**config.mk**
```make
export PLATFORM = sky130hd
export DESIGN_NAME = b2_halfsubtractor_flat
export DESIGN_NICKNAME = d
export VERILOG_FILES = /design/src/rtl/b2_halfsubtractor_if.sv /design/src/rtl/b2_halfsubtractor.sv /design/src/flat_wrapper.sv
export SDC_FILE = /design/constraint.sdc
export NUM_CORES = 1
export LEC_CHECK = 0
export CORE_AREA = 2 2 39 41
export DETAILED_ROUTE_END_ITERATION = 6
export DIE_AREA = 0 0 41 43
export HOLD_SLACK_MARGIN = 0.1
export PLACE_DENSITY = 0.39
export SYNTH_ARGS = -nofsm -noshare
export SYNTH_HDL_FRONTEND = slang
export SYNTH_SLANG_ARGS = --single-unit
```
**constraint.sdc**
```tcl
create_clock -name clock -period 1.9 [get_ports clock]
set_input_delay 0.19 -clock clock [delete_from_list [all_inputs] [get_ports clock]]
set_output_delay 0.19 -clock clock [all_outputs]
set_load 0.02 [all_outputs]
```
**src/rtl/b2_halfsubtractor_if.sv**
```systemverilog
// Operand/result bundle for the borrow-chain half subtractor.
// The subtractor takes the slave side; its driver takes the master side.
interface b2_halfsubtractor_if #(
  parameter int unsigned WIDTH = 1
);
  logic [WIDTH-1:0] x;
  logic             bin;
  logic [WIDTH-1:0] d;
  logic             bout;
  logic             en;
  logic             clr;
  logic [WIDTH-1:0] d_r;
  logic             bout_r;
  logic             vld_r;
  logic             bout_seen;

  modport master (
    output x, bin, en, clr,
    input  d, bout, d_r, bout_r, vld_r, bout_seen
  );

  modport slave (
    input  x, bin, en, clr,
    output d, bout, d_r, bout_r, vld_r, bout_seen
  );
endinterface

```
**src/rtl/b2_halfsubtractor.sv**
```systemverilog
// Borrow-chain half subtractor: d = x - bin (mod 2^WIDTH), bout = borrow-out.
// The combinational result feeds down-counter datapaths directly. A registered
// copy with a one-cycle valid pulse and a sticky borrow flag serves pipelined
// consumers.
module b2_halfsubtractor #(
  parameter int unsigned WIDTH = 1
) (
  input  logic                clock,
  input  logic                reset_,
  b2_halfsubtractor_if.slave  bus
);

  logic [WIDTH-1:0] diff;
  logic             chain_b;
  logic             bout_c;

  logic [WIDTH-1:0] d_r_q, d_r_d;
  logic             bout_r_q, bout_r_d;
  logic             vld_r_q, vld_r_d;
  logic             bout_seen_q, bout_seen_d;

  // Ripple borrow from bit 0 upward; the borrow surviving the top bit is bout.
  always_comb begin
    diff    = '0;
    chain_b = bus.bin;
    for (int unsigned i = 0; i < WIDTH; i++) begin
      diff[i] = bus.x[i] ^ chain_b;
      chain_b = ~bus.x[i] & chain_b;
    end
    bout_c = chain_b;
  end

  assign bus.d    = diff;
  assign bus.bout = bout_c;

  // Capture on en, otherwise hold; a new borrow capture wins over clr.
  always_comb begin
    d_r_d       = d_r_q;
    bout_r_d    = bout_r_q;
    vld_r_d     = 1'b0;
    bout_seen_d = bout_seen_q;
    if (bus.en) begin
      d_r_d    = diff;
      bout_r_d = bout_c;
      vld_r_d  = 1'b1;
    end
    if (bus.clr) begin
      bout_seen_d = 1'b0;
    end
    if (bus.en && bout_c) begin
      bout_seen_d = 1'b1;
    end
  end

  // Registered stage; reset discards any capture requested in the same cycle.
  always_ff @(posedge clock) begin
    if (reset_) begin
      d_r_q       <= '0;
      bout_r_q    <= 1'b0;
      vld_r_q     <= 1'b0;
      bout_seen_q <= 1'b0;
    end else begin
      d_r_q       <= d_r_d;
      bout_r_q    <= bout_r_d;
      vld_r_q     <= vld_r_d;
      bout_seen_q <= bout_seen_d;
    end
  end

  assign bus.d_r       = d_r_q;
  assign bus.bout_r    = bout_r_q;
  assign bus.vld_r     = vld_r_q;
  assign bus.bout_seen = bout_seen_q;

endmodule

```
**src/flat_wrapper.sv**
```systemverilog
// flat-port wrapper written by rule: the top's interface ports become plain ports
module b2_halfsubtractor_flat 
#(
  parameter int unsigned WIDTH = 1
)
  (clock, reset_, bus_x, bus_bin, bus_en, bus_clr, bus_d, bus_bout, bus_d_r, bus_bout_r, bus_vld_r, bus_bout_seen);
  b2_halfsubtractor_if #(.WIDTH(WIDTH)) bus_i ();
  input  logic clock;
  input  logic reset_;
  input wire logic [$bits(bus_i.x)-1:0] bus_x;
  input wire logic [$bits(bus_i.bin)-1:0] bus_bin;
  input wire logic [$bits(bus_i.en)-1:0] bus_en;
  input wire logic [$bits(bus_i.clr)-1:0] bus_clr;
  output wire logic [$bits(bus_i.d)-1:0] bus_d;
  output wire logic [$bits(bus_i.bout)-1:0] bus_bout;
  output wire logic [$bits(bus_i.d_r)-1:0] bus_d_r;
  output wire logic [$bits(bus_i.bout_r)-1:0] bus_bout_r;
  output wire logic [$bits(bus_i.vld_r)-1:0] bus_vld_r;
  output wire logic [$bits(bus_i.bout_seen)-1:0] bus_bout_seen;
  assign bus_i.x = bus_x;
  assign bus_i.bin = bus_bin;
  assign bus_i.en = bus_en;
  assign bus_i.clr = bus_clr;
  assign bus_d = bus_i.d;
  assign bus_bout = bus_i.bout;
  assign bus_d_r = bus_i.d_r;
  assign bus_bout_r = bus_i.bout_r;
  assign bus_vld_r = bus_i.vld_r;
  assign bus_bout_seen = bus_i.bout_seen;
  b2_halfsubtractor #(.WIDTH(WIDTH)) u_core (.clock(clock), .reset_(reset_), .bus(bus_i));
endmodule
```
==> run summary, run 1 <==
Final min period: 1.80 ns
library cells used by synthesis: 9
gr usage total: 6.13%
fin. max-slew vios: 0
PortBufs: 11
row cnt: 14
first-pass GRT wire length: 621 um
DR vias/cell: 3.33
hold_sp: u_core.bus.bout_r
crit path buf inv count: 4
Worst Path Required: 1.71 ns
First-pass DRT Iterations: 4
CTS Buffer Depth: 2
share of post-route cells with drive strength above 1: 10.3%
placed cell area: 274 um2
Sink Count: 4
initial antenna violation count: 0
WL per Instance: 8.38 um
final hold vios: 0
RSZ-0062 raised after global routing: no
Syn Inst Count: 15
via count: 150
Overflow after GRT: 0
sw power: 54.3 uW
fin nets: 38
status: completed
clock slew at reported path FFs: 0.03 ns
largest net degree at the start of global routing: 6
Reg2Reg Launch Point: u_core.bus.d_r
Clk Latency, worst-skew pair: 0.23 ns
Num CTS Buffers: 3
setup bufs post-CTS: 0
Synth-to-Final Area Change: 106%
Initial DRC Count: 4
max incr delay on CP: 0.59 ns
sw frac: 22.7%
Worst Tran Pin Value: 0.229 ns
Post-DRT Antenna Nets: 0
Tcrit/Tclk final: 94.9%
I/O pin total: 12
Clock Skews: 0 ns
total inserted antenna cells: 0
final WL: 377 um
DIE AREA: 1760 um2
critical setup path kind: input port to output port
peak supply drop: 194 uV
Max Fclk: 555 MHz
share of the yosys chip area belonging to registers: 55.7%
vias in the first global route: 158
hold depth: 2
Die Y: 43 um
Starting Density: 10.4%
clock root buffer: clkbuf_4
post-route cell area: 297 um2
slowest stage cell, crit path: clkdlybuf4s50_1
TNS Setup: 0 ns
internal power: 186 uW
delay-heaviest family, CP: buffers and inverters
Seq cells post-synth: 4
H-Tree Depth: 1
Slew headroom: 84.7%
Yosys warning total: 0
Final setup violation count: 0
Clock Power Share: 42.8%
Die W: 41 um
sequential share of power: 37.9%
CTS resizes: 0
Static Leak: 0.118 nW
crit path DAT: 1.61 ns
Mapped Area: 144 um2
reg2reg path depth: 2
critical path startpoint category: input port
Power Density: 809 nW/um2
Crit. End Element: output port
syn nets: 22
gpl congestion: 0.510
Util after Layout: 21.4%
FF-to-FF End: u_core.bus.d_r
Worst Hold End: u_core.bus.bout_r
syn avg cell area: 9.59 um2
Final Power: 240 uW
number of remaining DRC errors: 0
CTS tree: yes
Core Area: 1380 um2
CP max FO: 2
critical-path cell list: clkdlybuf4s50_1, inv_1, ha_1, inv_1, clkdlybuf4s50_1
MaxCap Viol Count: 0
Hold Crit Class: flip-flop to flip-flop
hold buffers post-CTS: 0
reg-to-reg setup timing slack: 1.29 ns
Logic pwr share: 19.3%
-- tightest hold or removal path: cells and delay by family (launching register included) --
family / cells / cell delay [ns]
flops: 1 / 0.30
compound gates: 1 / 0.06
simple gates: 1 / 0.07
-- cell type report --
type / count / area (um2)
timing repair buffer: 11 / 110
clock buffer: 3 / 22.5
multi-input combinational: 9 / 56.3
fill: 153 / 1090
sequential: 4 / 80.1
tap: 16 / 20.0
inverter: 2 / 7.51
-- power groups by stage --
stage	Clock [mW]	Sequential (mW)	Combinational, mW
detailed placement	0	0.0922	0.0465
global placement	0	0.0921	0.0458
finish	0.103	0.0909	0.0463
CTS	0.110	0.0909	0.0468
global route	0.117	0.0911	0.0503
floorplan	0	0.0976	0.0129
-- flip-flops by register name, summed over array words and instances, names as in the netlist --
name	flops
u_core.bus.bout_r	1
u_core.bus.bout_seen	1
u_core.bus.d_r	1
u_core.bus.vld_r	1
-- logic make-up after synthesis --
family / Yosys count / share of synthesized area (%)
DFF: 4 / 55.7
AOI/OAI and AO/OA: 3 / 12.2
buffers and inverters: 2 / 5.22
adders and majority gates: 1 / 8.69
and+or+nand+nor: 5 / 18.3
-- stage by stage --
stage                     setup slack [ns]  hold WS (ns)  cells
after floorplan                       1.08         0.259     15
after global placement               0.107         0.463     42
after detailed placement            0.0987         0.474     42
after CTS                           0.0894         0.480     45
after global routing                0.0478         0.497     45
final                               0.0967         0.474     45
-- cells in the mapped netlist, drive strengths merged --
library cell  n  share of area [%]
a211oi        1                5.2
dfxtp         4                 56
nor2          1                2.6
inv           2                5.2
nand2b        2                8.7
ha            1                8.7
a21oi         2                7.0
nor2b         1                4.4
nand2         1                2.6
-- layout by cell type (no fill, tap or decap) --
master and instances:
inv_1 2, ha_1 1, dfxtp_1 4, clkdlybuf4s50_1 11, a211oi_1 1, a21oi_1 2, nand2b_1 2, nand2_1 1
clkbuf_4 3, nor2_1 1, nor2b_1 1
-- worst max path at each step --
stage / start / end / cells past startpoint
CTS: bus_x / bus_d / 5
detailed placement: bus_x / bus_d / 5
finish: bus_x / bus_d / 5
floorplan: bus_x / bus_d / 3
global placement: bus_x / bus_d / 5
global route: bus_x / bus_d / 5
-- layer usage --
| metal | vias to the layer above | GRT usage, % | wire [um] |
|---|---|---|---|
| met5 | - | 0 | 0 |
| li1 | 77 | - | - |
| met1 | 59 | 6.77 | 181 |
| met4 | 0 | 8.00 | 6 |
| met3 | 2 | 5.24 | 79 |
| met2 | 12 | 5.63 | 108 |
Note: power is estimated with default switching activity, not from simulation.
==> run 2, diff against run 1 <==
--- a/config.mk
+++ b/config.mk
@@ -10,6 +10,7 @@
 export DIE_AREA = 0 0 41 43
 export HOLD_SLACK_MARGIN = 0.1
 export PLACE_DENSITY = 0.39
+export SKIP_LAST_GASP = 1
 export SYNTH_ARGS = -nofsm -noshare
 export SYNTH_HDL_FRONTEND = slang
 export SYNTH_SLANG_ARGS = --single-unit
==> constraint.sdc (replaced) <==
create_clock -name clock -period 1.9 [get_ports clock]
set_input_delay 0.475 -clock clock [delete_from_list [all_inputs] [get_ports clock]]
set_output_delay 0.475 -clock clock [all_outputs]
set_load 0.02 [all_outputs]
==> run summary, run 2 (synthesized netlist as in run 1, its figures left out) <==
M1 WL: 156 um
internal power: 186 uW
I/O pin total: 12
critical setup path kind: input port to output port
share of post-route cells with drive strength above 1: 24.1%
via count: 151
PortBufs: 11
Overflow after GRT: 0
Worst Hold End: u_core.bus.bout_r
MaxCap Viol Count: 0
initial antenna violation count: 0
vias in the first global route: 144
met2 wire len: 102 um
Final setup violation count: 0
total inserted antenna cells: 0
Initial DRC Count: 1
gr usage total: 6.12%
Post-DRT Antenna Nets: 0
status: completed
final hold vios: 0
max incr delay on CP: 0.51 ns
number of remaining DRC errors: 0
sequential share of power: 37.3%
reg-to-reg setup timing slack: 1.30 ns
peak supply drop: 127 uV
Clock Power Share: 43.1%
clock slew at reported path FFs: 0.04 ns
hold buffers post-CTS: 0
critical path startpoint category: input port
fin cells: 45
placed cells: 42
largest net degree at the start of global routing: 6
Max Fclk: 538 MHz
hold_sp: u_core.bus.bout_r
Die Y: 43 um
fin. max-slew vios: 0
reg2reg path depth: 2
placed cell area: 274 um2
row cnt: 14
Core Area: 1380 um2
Power Density: 784 nW/um2
slowest stage cell, crit path: clkdlybuf4s50_1
fin nets: 38
Sink Count: 4
Tcrit/Tclk final: 97.9%
register area: 80.1 um2
Slew headroom: 85.1%
CTS Buffer Depth: 2
hold depth: 2
CP max FO: 2
crit path DAT: 1.38 ns
CTS tree: yes
gpl congestion: 0.555
Clock Skews: 0 ns
DIE AREA: 1760 um2
FF-to-FF End: u_core.bus.d_r
multi-input logic area: 68.8 um2
Die W: 41 um
H-Tree Depth: 1
Static Leak: 0.127 nW
critical-path cell list: clkdlybuf4s50_1, ha_4, clkdlybuf4s15_2
routed length on met3: 94 um
Starting Density: 10.4%
sw frac: 23.5%
Final min period: 1.86 ns
sw power: 57.2 uW
Num CTS Buffers: 3
clock root buffer: clkbuf_4
WL per Instance: 8.38 um
fillers: 156
Worst Tran Pin Value: 0.222 ns
Clk Latency, worst-skew pair: 0.23 ns
Logic pwr share: 19.6%
most frequent cells in the layout: 8 x clkdlybuf4s50_1, 4 x dfxtp_1, 3 x clkbuf_4, 2 x nand2b_1, 2 x a21oi_1
Worst Path Required: 1.42 ns
Hold Crit Class: flip-flop to flip-flop
WHS: 0.472 ns
top routing layer used: met4
first-pass GRT wire length: 600 um
Synth-to-Final Area Change: 116%
post-route cell area: 310 um2
Reg2Reg Launch Point: u_core.bus.d_r
First-pass DRT Iterations: 2
DR vias/cell: 3.36
Crit. End Element: output port
final WL: 377 um
commonest non-fill, non-tap cell in the layout: clkdlybuf4s50_1
[run 2: cell count changes in the layout (fill, tap and decap cells not counted)]
cell / delta
ha_4: +1
inv_2: +1
clkdlybuf4s50_1: -3
dlymetal6s2s_1: +1
buf_4: +1
clkdlybuf4s15_2: +1
inv_1: -1
ha_1: -1
[run 2: final cells by class]
type | count | share of cell area (%)
Clock buffer | 3 | 7.26
Inverter | 2 | 2.42
Multi-Input combinational cell | 9 | 22.2
Sequential cell | 4 | 25.8
Tap cell | 16 | 6.45
Timing Repair Buffer | 11 | 35.9
[run 2: how the worst max path moves through the flow]
stage | start | end | cells past startpoint
floorplan | bus_x | bus_d | 3
global placement | bus_x | bus_d | 5
detailed placement | bus_x | bus_d | 5
CTS | bus_x | bus_d | 5
global route | bus_bin | bus_bout | 3
finish | bus_bin | bus_bout | 3
[run 2: what timing repair did]
action	in CTS	in global routing
hold endpoints to repair	0	0
resized for setup	8	3
setup endpoints to repair	2	2
cloned	0	0
buffers inserted	0	0
pin swaps	0	0
[run 2: critical path, delay by kind of cell]
kind | cells | cell delay, ns
fa+ha+maj | 1 | 0.15
buf+inv | 2 | 0.76
[run 2: layer usage]
metal | up-vias | GRT usage [%]
li1 | 76 | -
met1 | 57 | 6.41
met2 | 14 | 4.69
met3 | 4 | 5.76
met4 | 0 | 10.0
met5 | - | 0
[run 2: power by group through the flow]
stage | logic (mW) | registers, mW | clock network [mW]
6_report | 0.0476 | 0.0907 | 0.105
5_1_grt | 0.0518 | 0.0912 | 0.122
4_1_cts | 0.0454 | 0.0908 | 0.110
3_5_place_dp | 0.0464 | 0.0921 | 0
3_3_place_gp | 0.0464 | 0.0921 | 0
2_1_floorplan | 0.0129 | 0.0976 | 0
[run 2: metrics by stage]
stage                     setup slack, ns   TNS, ns  power (mW)  utilization, %
after global placement             -0.481    -0.788       0.139            19.8
after floorplan                     0.508         0       0.110               -
final                              0.0403         0       0.243            22.4
after detailed placement           -0.473    -0.782       0.138            19.8
after global routing             -0.00130  -0.00130       0.265            22.4
after CTS                         -0.0199   -0.0199       0.246            21.3
==> run 3, diff against run 2 <==
--- a/config.mk
+++ b/config.mk
@@ -6,10 +6,12 @@
 export NUM_CORES = 1
 export LEC_CHECK = 0
 export CORE_AREA = 2 2 39 41
+export CTS_CLUSTER_SIZE = 14
 export DETAILED_ROUTE_END_ITERATION = 6
 export DIE_AREA = 0 0 41 43
 export HOLD_SLACK_MARGIN = 0.1
 export PLACE_DENSITY = 0.39
+export REMOVE_ABC_BUFFERS = 1
 export SKIP_LAST_GASP = 1
 export SYNTH_ARGS = -nofsm -noshare
 export SYNTH_HDL_FRONTEND = slang
==> results of run 3 <==
The final DEF is identical to that of run 2; final timing and power are the same.
